`config.mk`:
```
export PLATFORM = sky130hd
export DESIGN_NAME = jump_ctrl
export DESIGN_NICKNAME = d
export VERILOG_FILES = /design/src/rtl/jump_pkg.sv /design/src/rtl/ras_stack.sv /design/src/rtl/jump_ctrl.sv
export SDC_FILE = /design/constraint.sdc
export NUM_CORES = 1
export LEC_CHECK = 0
export ABC_CLOCK_PERIOD_IN_PS = 2200
export CORE_MARGIN = 4
export CORE_UTILIZATION = 45
export DETAILED_ROUTE_END_ITERATION = 16
export PLACE_DENSITY_LB_ADDON = 0.05
export REMOVE_ABC_BUFFERS = 1
export SETUP_SLACK_MARGIN = 0.5
export SYNTH_ARGS = -nofsm -noshare
export SYNTH_HDL_FRONTEND = slang
export SYNTH_SLANG_ARGS = --single-unit
```
`constraint.sdc`:
```
create_clock -name clk -period 2.2 [get_ports clk]
set_input_delay 0.44 -clock clk [delete_from_list [all_inputs] [get_ports clk]]
set_output_delay 0.44 -clock clk [all_outputs]
set_load 0.01 [all_outputs]
```
`src/rtl/jump_pkg.sv`:
```
// Shared definitions for the jump controller and the instruction decoder/assembler.
//   jop_t : encoding of the 3-bit jump opcode field (value 7 is reserved and acts as NONE)
//   BLK_W : default block-address width (PC width minus the 2 in-block offset bits)
package jump_pkg;

    localparam int unsigned BLK_W = 8;

    typedef enum logic [2:0] {
        JOP_NONE = 3'd0,
        JOP_JMP  = 3'd1,
        JOP_JZ   = 3'd2,
        JOP_JNZ  = 3'd3,
        JOP_JC   = 3'd4,
        JOP_CALL = 3'd5,
        JOP_RET  = 3'd6
    } jop_t;

endpackage

```
`src/rtl/ras_stack.sv`:
```
// Return-address stack: a small LIFO with a synchronous active-high reset.
// Ports:
//   clk, reset       : clock, synchronous active-high reset (empties the stack)
//   push, push_data  : write push_data on top; ignored when full
//   pop              : discard the top entry; ignored when empty
//   top              : current top entry (meaningless while empty)
//   depth            : number of valid entries, 0..DEPTH
//   full, empty      : occupancy status
module ras_stack
    import jump_pkg::*;
#(
    parameter int unsigned DEPTH = 4,
    parameter int unsigned WIDTH = BLK_W
) (
    input  logic                     clk,
    input  logic                     reset,
    input  logic                     push,
    input  logic                     pop,
    input  logic [WIDTH-1:0]         push_data,
    output logic [WIDTH-1:0]         top,
    output logic [$clog2(DEPTH):0]   depth,
    output logic                     full,
    output logic                     empty
);

    localparam int unsigned AW = $clog2(DEPTH);
    localparam int unsigned CW = AW + 1;

    logic [WIDTH-1:0] mem [DEPTH];
    logic [CW-1:0]    cnt_q;
    logic [AW-1:0]    top_idx;

    assign full    = (cnt_q == CW'(DEPTH));
    assign empty   = (cnt_q == '0);
    assign depth   = cnt_q;
    // Wraps to DEPTH-1 when empty; the value read there is don't-care.
    assign top_idx = cnt_q[AW-1:0] - AW'(1);
    assign top     = mem[top_idx];

    always_ff @(posedge clk) begin
        if (reset) begin
            cnt_q <= '0;
        end else if (push && !full) begin
            cnt_q <= cnt_q + CW'(1);
        end else if (pop && !empty) begin
            cnt_q <= cnt_q - CW'(1);
        end
    end

    // Storage is not reset; only entries below cnt_q are ever read meaningfully.
    always_ff @(posedge clk) begin
        if (push && !full) begin
            mem[cnt_q[AW-1:0]] <= push_data;
        end
    end

endmodule

```
`src/rtl/jump_ctrl.sv`:
```
// Jump controller: decodes the jump opcode of the current instruction, holds the
// zero/carry flags and a return-address stack, and tells the PC where to jump.
// Ports:
//   clk, reset          : clock, synchronous active-high reset
//   prog_ctr            : current PC; block part + 1 is the CALL return address
//   instr_vld, jop      : opcode of the current instruction (invalid -> NONE)
//   jtarget             : block address carried by the instruction
//   flag_we, zero_in,
//   carry_in            : ALU flag update, takes effect on the clock edge
//   absjump_en, target  : combinational jump request and block address to the PC
//   ras_depth           : RAS occupancy
//   ras_ovf, ras_unf    : sticky CALL-while-full / RET-while-empty indicators
module jump_ctrl
    import jump_pkg::*;
#(
    parameter int unsigned D         = 10,
    parameter int unsigned RAS_DEPTH = 4
) (
    input  logic                         clk,
    input  logic                         reset,
    input  logic [D-1:0]                 prog_ctr,
    input  logic                         instr_vld,
    input  logic [2:0]                   jop,
    input  logic [D-3:0]                 jtarget,
    input  logic                         flag_we,
    input  logic                         zero_in,
    input  logic                         carry_in,
    output logic                         absjump_en,
    output logic [D-3:0]                 target,
    output logic [$clog2(RAS_DEPTH):0]   ras_depth,
    output logic                         ras_ovf,
    output logic                         ras_unf
);

    localparam int unsigned BW = D - 2;

    logic          zero_q, carry_q;
    logic          ovf_q, unf_q;
    logic          push, pop, ovf_set, unf_set;
    logic [BW-1:0] ret_addr;
    logic [BW-1:0] ras_top;
    logic          ras_full, ras_empty;
    logic          unused_pc;

    // Offset bits of the PC play no part: jumps and returns are block-granular.
    assign unused_pc = ^prog_ctr[1:0];
    // Return to the start of the following block; wraps at the top of memory.
    assign ret_addr  = prog_ctr[D-1:2] + BW'(1);

    always_comb begin
        absjump_en = 1'b0;
        target     = jtarget;
        push       = 1'b0;
        pop        = 1'b0;
        ovf_set    = 1'b0;
        unf_set    = 1'b0;
        if (instr_vld) begin
            case (jop)
                JOP_JMP: absjump_en = 1'b1;
                JOP_JZ:  absjump_en = zero_q;
                JOP_JNZ: absjump_en = !zero_q;
                JOP_JC:  absjump_en = carry_q;
                JOP_CALL: begin
                    // Jump is taken even when the return address cannot be saved.
                    absjump_en = 1'b1;
                    if (ras_full) begin
                        ovf_set = 1'b1;
                    end else begin
                        push = 1'b1;
                    end
                end
                JOP_RET: begin
                    if (ras_empty) begin
                        unf_set = 1'b1;
                    end else begin
                        absjump_en = 1'b1;
                        target     = ras_top;
                        pop        = 1'b1;
                    end
                end
                default: ;
            endcase
        end
    end

    // Flags update on the edge; jumps this cycle see the previous values.
    always_ff @(posedge clk) begin
        if (reset) begin
            zero_q  <= 1'b0;
            carry_q <= 1'b0;
            ovf_q   <= 1'b0;
            unf_q   <= 1'b0;
        end else begin
            if (flag_we) begin
                zero_q  <= zero_in;
                carry_q <= carry_in;
            end
            if (ovf_set) ovf_q <= 1'b1;
            if (unf_set) unf_q <= 1'b1;
        end
    end

    assign ras_ovf = ovf_q;
    assign ras_unf = unf_q;

    ras_stack #(
        .DEPTH (RAS_DEPTH),
        .WIDTH (BW)
    ) u_ras (
        .clk       (clk),
        .reset     (reset),
        .push      (push),
        .pop       (pop),
        .push_data (ret_addr),
        .top       (ras_top),
        .depth     (ras_depth),
        .full      (ras_full),
        .empty     (ras_empty)
    );

endmodule

```
==> flow_results.org, run 1 <==
** Synthesis
- The synthesized netlist devotes 11.3% of its cell area to simple gates.
- Syn Std Cell Area :: 0.00187 mm2
- Number of cells produced by synthesis :: 119
- After Yosys synthesis, XOR and XNOR cells account for 3.28% of the synthesized area.
- Synthesis inferred 39 register bits.
- Adder and majority cell fraction of the synthesized area :: 4.42%
- Mux share of post-synthesis cell area :: 17.1%
- A synthesized cell averages 15.7 um2.
- The share of the Yosys chip area taken by registers is 59.0%.
- The synthesized netlist devotes 2.55% of its cell area to compound gates.
- Unique masters post-synth :: 34
- Total of warnings raised by yosys :: 0
- Main combinational cell family by area after synthesis :: multiplexers

** CTS
- TritonCTS built the clock tree.
- Buffers inserted to repair hold after CTS numbered 0.
- Depth of the CTS H-tree :: 2
- The clock passes through at most 2 buffers.
- The clock reaches the later pin of the worst-skew pair after 0.28 ns.
- The cell sitting at the root of the clock tree is a clkbuf_8.
- Buffers inserted during clock tree synthesis total 5.
- Clock-pin slew was measured on the worst setup and hold paths at 0.07 ns.
- Counting every sink on the clock net gives 39.

** STA
- RSZ-0062 raised after global routing :: yes
- The number of max-slew violations in the final report came to 0.
- The number of hold violations in the final report is 0.
- Max Clk Rate :: 0.453 GHz
- For the finished layout, the period the worst path requires is 2.21 ns.
- Least setup slack across all paths after layout :: -0.00539 ns
- Number of failing setup endpoints in the final timing report :: 1
- Headroom to the max-slew limit came out at 78.1%.
- Worst-case clock skew :: 0.00452 ns
- Measured slew at the worst slew-check pin :: 0.326 ns
- The final critical path takes up 100% of the cycle.

** Drt
- Total via count in the routed design :: 1219
- Via density per instance :: 5.21
- Per-cell routed wire length :: 17.1 um
- The routed design has 4.01 mm of wire.
- DRC violation total after the first TritonRoute iteration :: 68
- In this run the remaining antenna-violating nets after routing total 0.
- Before antenna repair, the detailed router went through 4 iterations.
- In the routed design, unresolved DRC markers number 0.

** Placed design
- Port buffering added 38 buffers.
- Post-placement cell area :: 0.00247 mm2
- At the end of routability-driven placement, the weighted congestion stood at 0.856.
- Detailed placer's ending HPWL :: 2.83 mm

** Critical path
- Element type at the critical path start :: flip-flop
- At the worst endpoint, the required time is 1.76 ns.
- Critical path data arrival time :: 1.77 ns
- In this run the worst setup path begins at u_ras.depth[0].
- The worst register-to-register path ends at u_ras.depth[2].
- Top fanout value on the critical path :: 8
- The startpoint identified for the worst register-to-register timing path is u_ras.depth[0].
- STA classifies the critical path endpoint as a primary output.
- Critical Setup Path Class :: reg2out
- Depth of the most critical reg-to-reg path :: 10
- The worst register-to-register path has a setup slack of 0.25 ns.

** Global route
- Met3 global-route usage :: 4.71%
- Across every metal layer, demand over resource in global routing totals 17.0%.
- Pin count of the biggest net entering global routing :: 14
- Number of global-route vias before repair :: 1369
- For met1 alone, demand over resource in global routing was 18.8%.
- After global routing the overflow that remains totals 0.
- Initial antenna violation count :: 0
- GRT met2 Usage :: 31.7%
- Global routing's busiest layer :: met2
- First-pass GRT wire length :: 6.65 mm

** Run status
- The final reports fail on setup timing.
- Outcome :: finished, violations left

** Floorplan
- The floorplan has 23 rows.
- Initial core utilization :: 46.7%
- The floorplan step set the die height to 72.4 um.
- IO Pins :: 41
- The floorplan step defined a die boundary enclosing 0.00524 mm2.
- Width of the die :: 72.4 um
- Core region area :: 0.00400 mm2

** Worst hold path
- In this run the worst hold path is classified as reg2reg.
- The worst hold path begins at carry_q.
- Hold endpoint :: carry_q
- Along the worst hold path, the cell count comes to 2.

** Layout
- The finished cells cover 0.00271 mm2.
- After the last flow step, the layout net total stands at 216.
- Layout area overhead :: 45.2%
- Summing all flip-flop and latch instances after layout gives 0.00110 mm2.
- Summing all multi-input logic gate instances after layout gives 798 um2.
- The layout has 274 filler cells.
- Final design utilization :: 67.8%
- The post-route netlist has 42.4% of its cells at a drive strength greater than 1.
- In the layout the commonest cells are 32 x edfxtp_1, 22 x clkdlybuf4s50_1, 13 x buf_4, 11 x buf_6.
- Number of antenna repair diodes :: 0
- Most common library cell in the layout ignoring fill and taps :: edfxtp_1

** Power and ir drop
- Power spread over the standard cell area amounts to 557 mW/mm2.
- In this run the static leakage power is 0.00104 uW.
- Peak ir drop on the vdd network :: 0.000441 V

** Flow run
- The tool flagged a number of max-cap violations equal to 0.
[cell type report]
type / instances / area share, %
Clock buffer: 6 / 2.68
Clock inverter: 2 / 0.462
Inverter: 7 / 0.970
Multi-Input combinational cell: 70 / 29.5
Sequential cell: 39 / 40.8
Tap cell: 50 / 2.31
Timing Repair Buffer: 60 / 23.4
[sequential cells by signal, indices dropped and copies added (netlist names)]
signal       cells
carry_q          1
ras_ovf          1
ras_unf          1
u_ras.depth      3
u_ras.mem       32
zero_q           1
[metal layers]
metal  up-vias  part of all wire [%]
li1        577                     -
met1       605                    39
met2        33                    56
met3         4                   4.5
met4         0                  0.70
met5         -                     0
[stage by stage]
stage | std cells | setup TNS [ns] | hold slack [ns] | power, uW | setup slack [ns]
3_3_place_gp | 220 | -4.65 | 0.455 | 1030 | -0.437
4_1_cts | 233 | -0.0503 | 0.483 | 1520 | -0.0106
5_1_grt | 234 | -0.426 | 0.543 | 1570 | -0.0606
6_report | 234 | -0.00539 | 0.519 | 1510 | -0.00539
3_5_place_dp | 220 | -6.46 | 0.463 | 1040 | -0.503
2_1_floorplan | 116 | -2.06 | 0.452 | 919 | -0.352
[report_power, final]
| group | internal [uW] | switching (uW) | total, uW |
|---|---|---|---|
| registers | 811 | 4.46 | 816 |
| logic | 140 | 97.0 | 237 |
| clock network | 221 | 236 | 457 |
[worst max path at each step]
stage / to / slack, ns
global placement: target[0] / -0.44
detailed placement: u_ras.depth[2] / -0.50
finish: target[0] / -0.005
floorplan: u_ras.depth[2] / -0.35
CTS: target[0] / -0.01
global route: target[1] / -0.06
[worst max-delay path: stages, from the launching register on]
cell and delay, ns:
dfxtp_2 0.35, inv_2 0.06, ha_4 0.35, mux4_2 0.32
mux2_4 0.28, buf_6 0.12
[timing repair]
action	4_1_cts	5_1_grt
resized for setup	76	9
pin swaps	9	7
setup endpoints to repair	45	16
setup buffers	5	1
gates cloned	0	0
[cells by family after synthesis]
kind of cell    count (synthesis)
xor+xnor                        7
compound gates                  7
flops                          39
mux                            20
simple gates                   30
fa+ha+maj                       6
buf+inv                        10
[cell usage after synthesis]
library cell  count  share of area, %
a21oi_1           3              0.80
a21oi_2           1              0.47
a31oi_1           1              0.34
and2_1            5               1.7
and3_1            1              0.34
and4_1            1              0.47
buf_1             1              0.20
buf_6             1              0.60
clkbuf_1          1              0.20
dfxtp_1           7               7.5
edfxtp_1         32                51
fa_1              1               1.1
ha_1              5               3.4
inv_1             7               1.4
mux2_2            7               4.2
mux2_4            2               1.6
mux2i_1           3               1.6
mux4_2            8               9.7
nand2_1           1              0.20
nand2b_1          1              0.34
nand3_1           2              0.54
nand4_1           1              0.34
nand4b_2          1              0.80
nand4b_4          1               1.3
nor2_1            8               1.6
nor2_4            2               1.2
nor2b_1           3               1.0
nor3_2            1              0.54
nor3b_1           1              0.40
nor4bb_1          1              0.54
o21ai_0           1              0.27
o22ai_2           1              0.67
xnor2_1           5               2.3
xor2_1            2              0.94
(Power assumes the default switching activity.)
==> run 2, diff against run 1 <==
--- a/config.mk
+++ b/config.mk
@@ -12,6 +12,7 @@
 export PLACE_DENSITY_LB_ADDON = 0.05
 export REMOVE_ABC_BUFFERS = 1
 export SETUP_SLACK_MARGIN = 0.5
+export SLEW_MARGIN = 20
 export SYNTH_ARGS = -nofsm -noshare
 export SYNTH_HDL_FRONTEND = slang
 export SYNTH_SLANG_ARGS = --single-unit
==> results of run 2 <==
No change in the layout: final DEF, timing and power equal those of run 1.
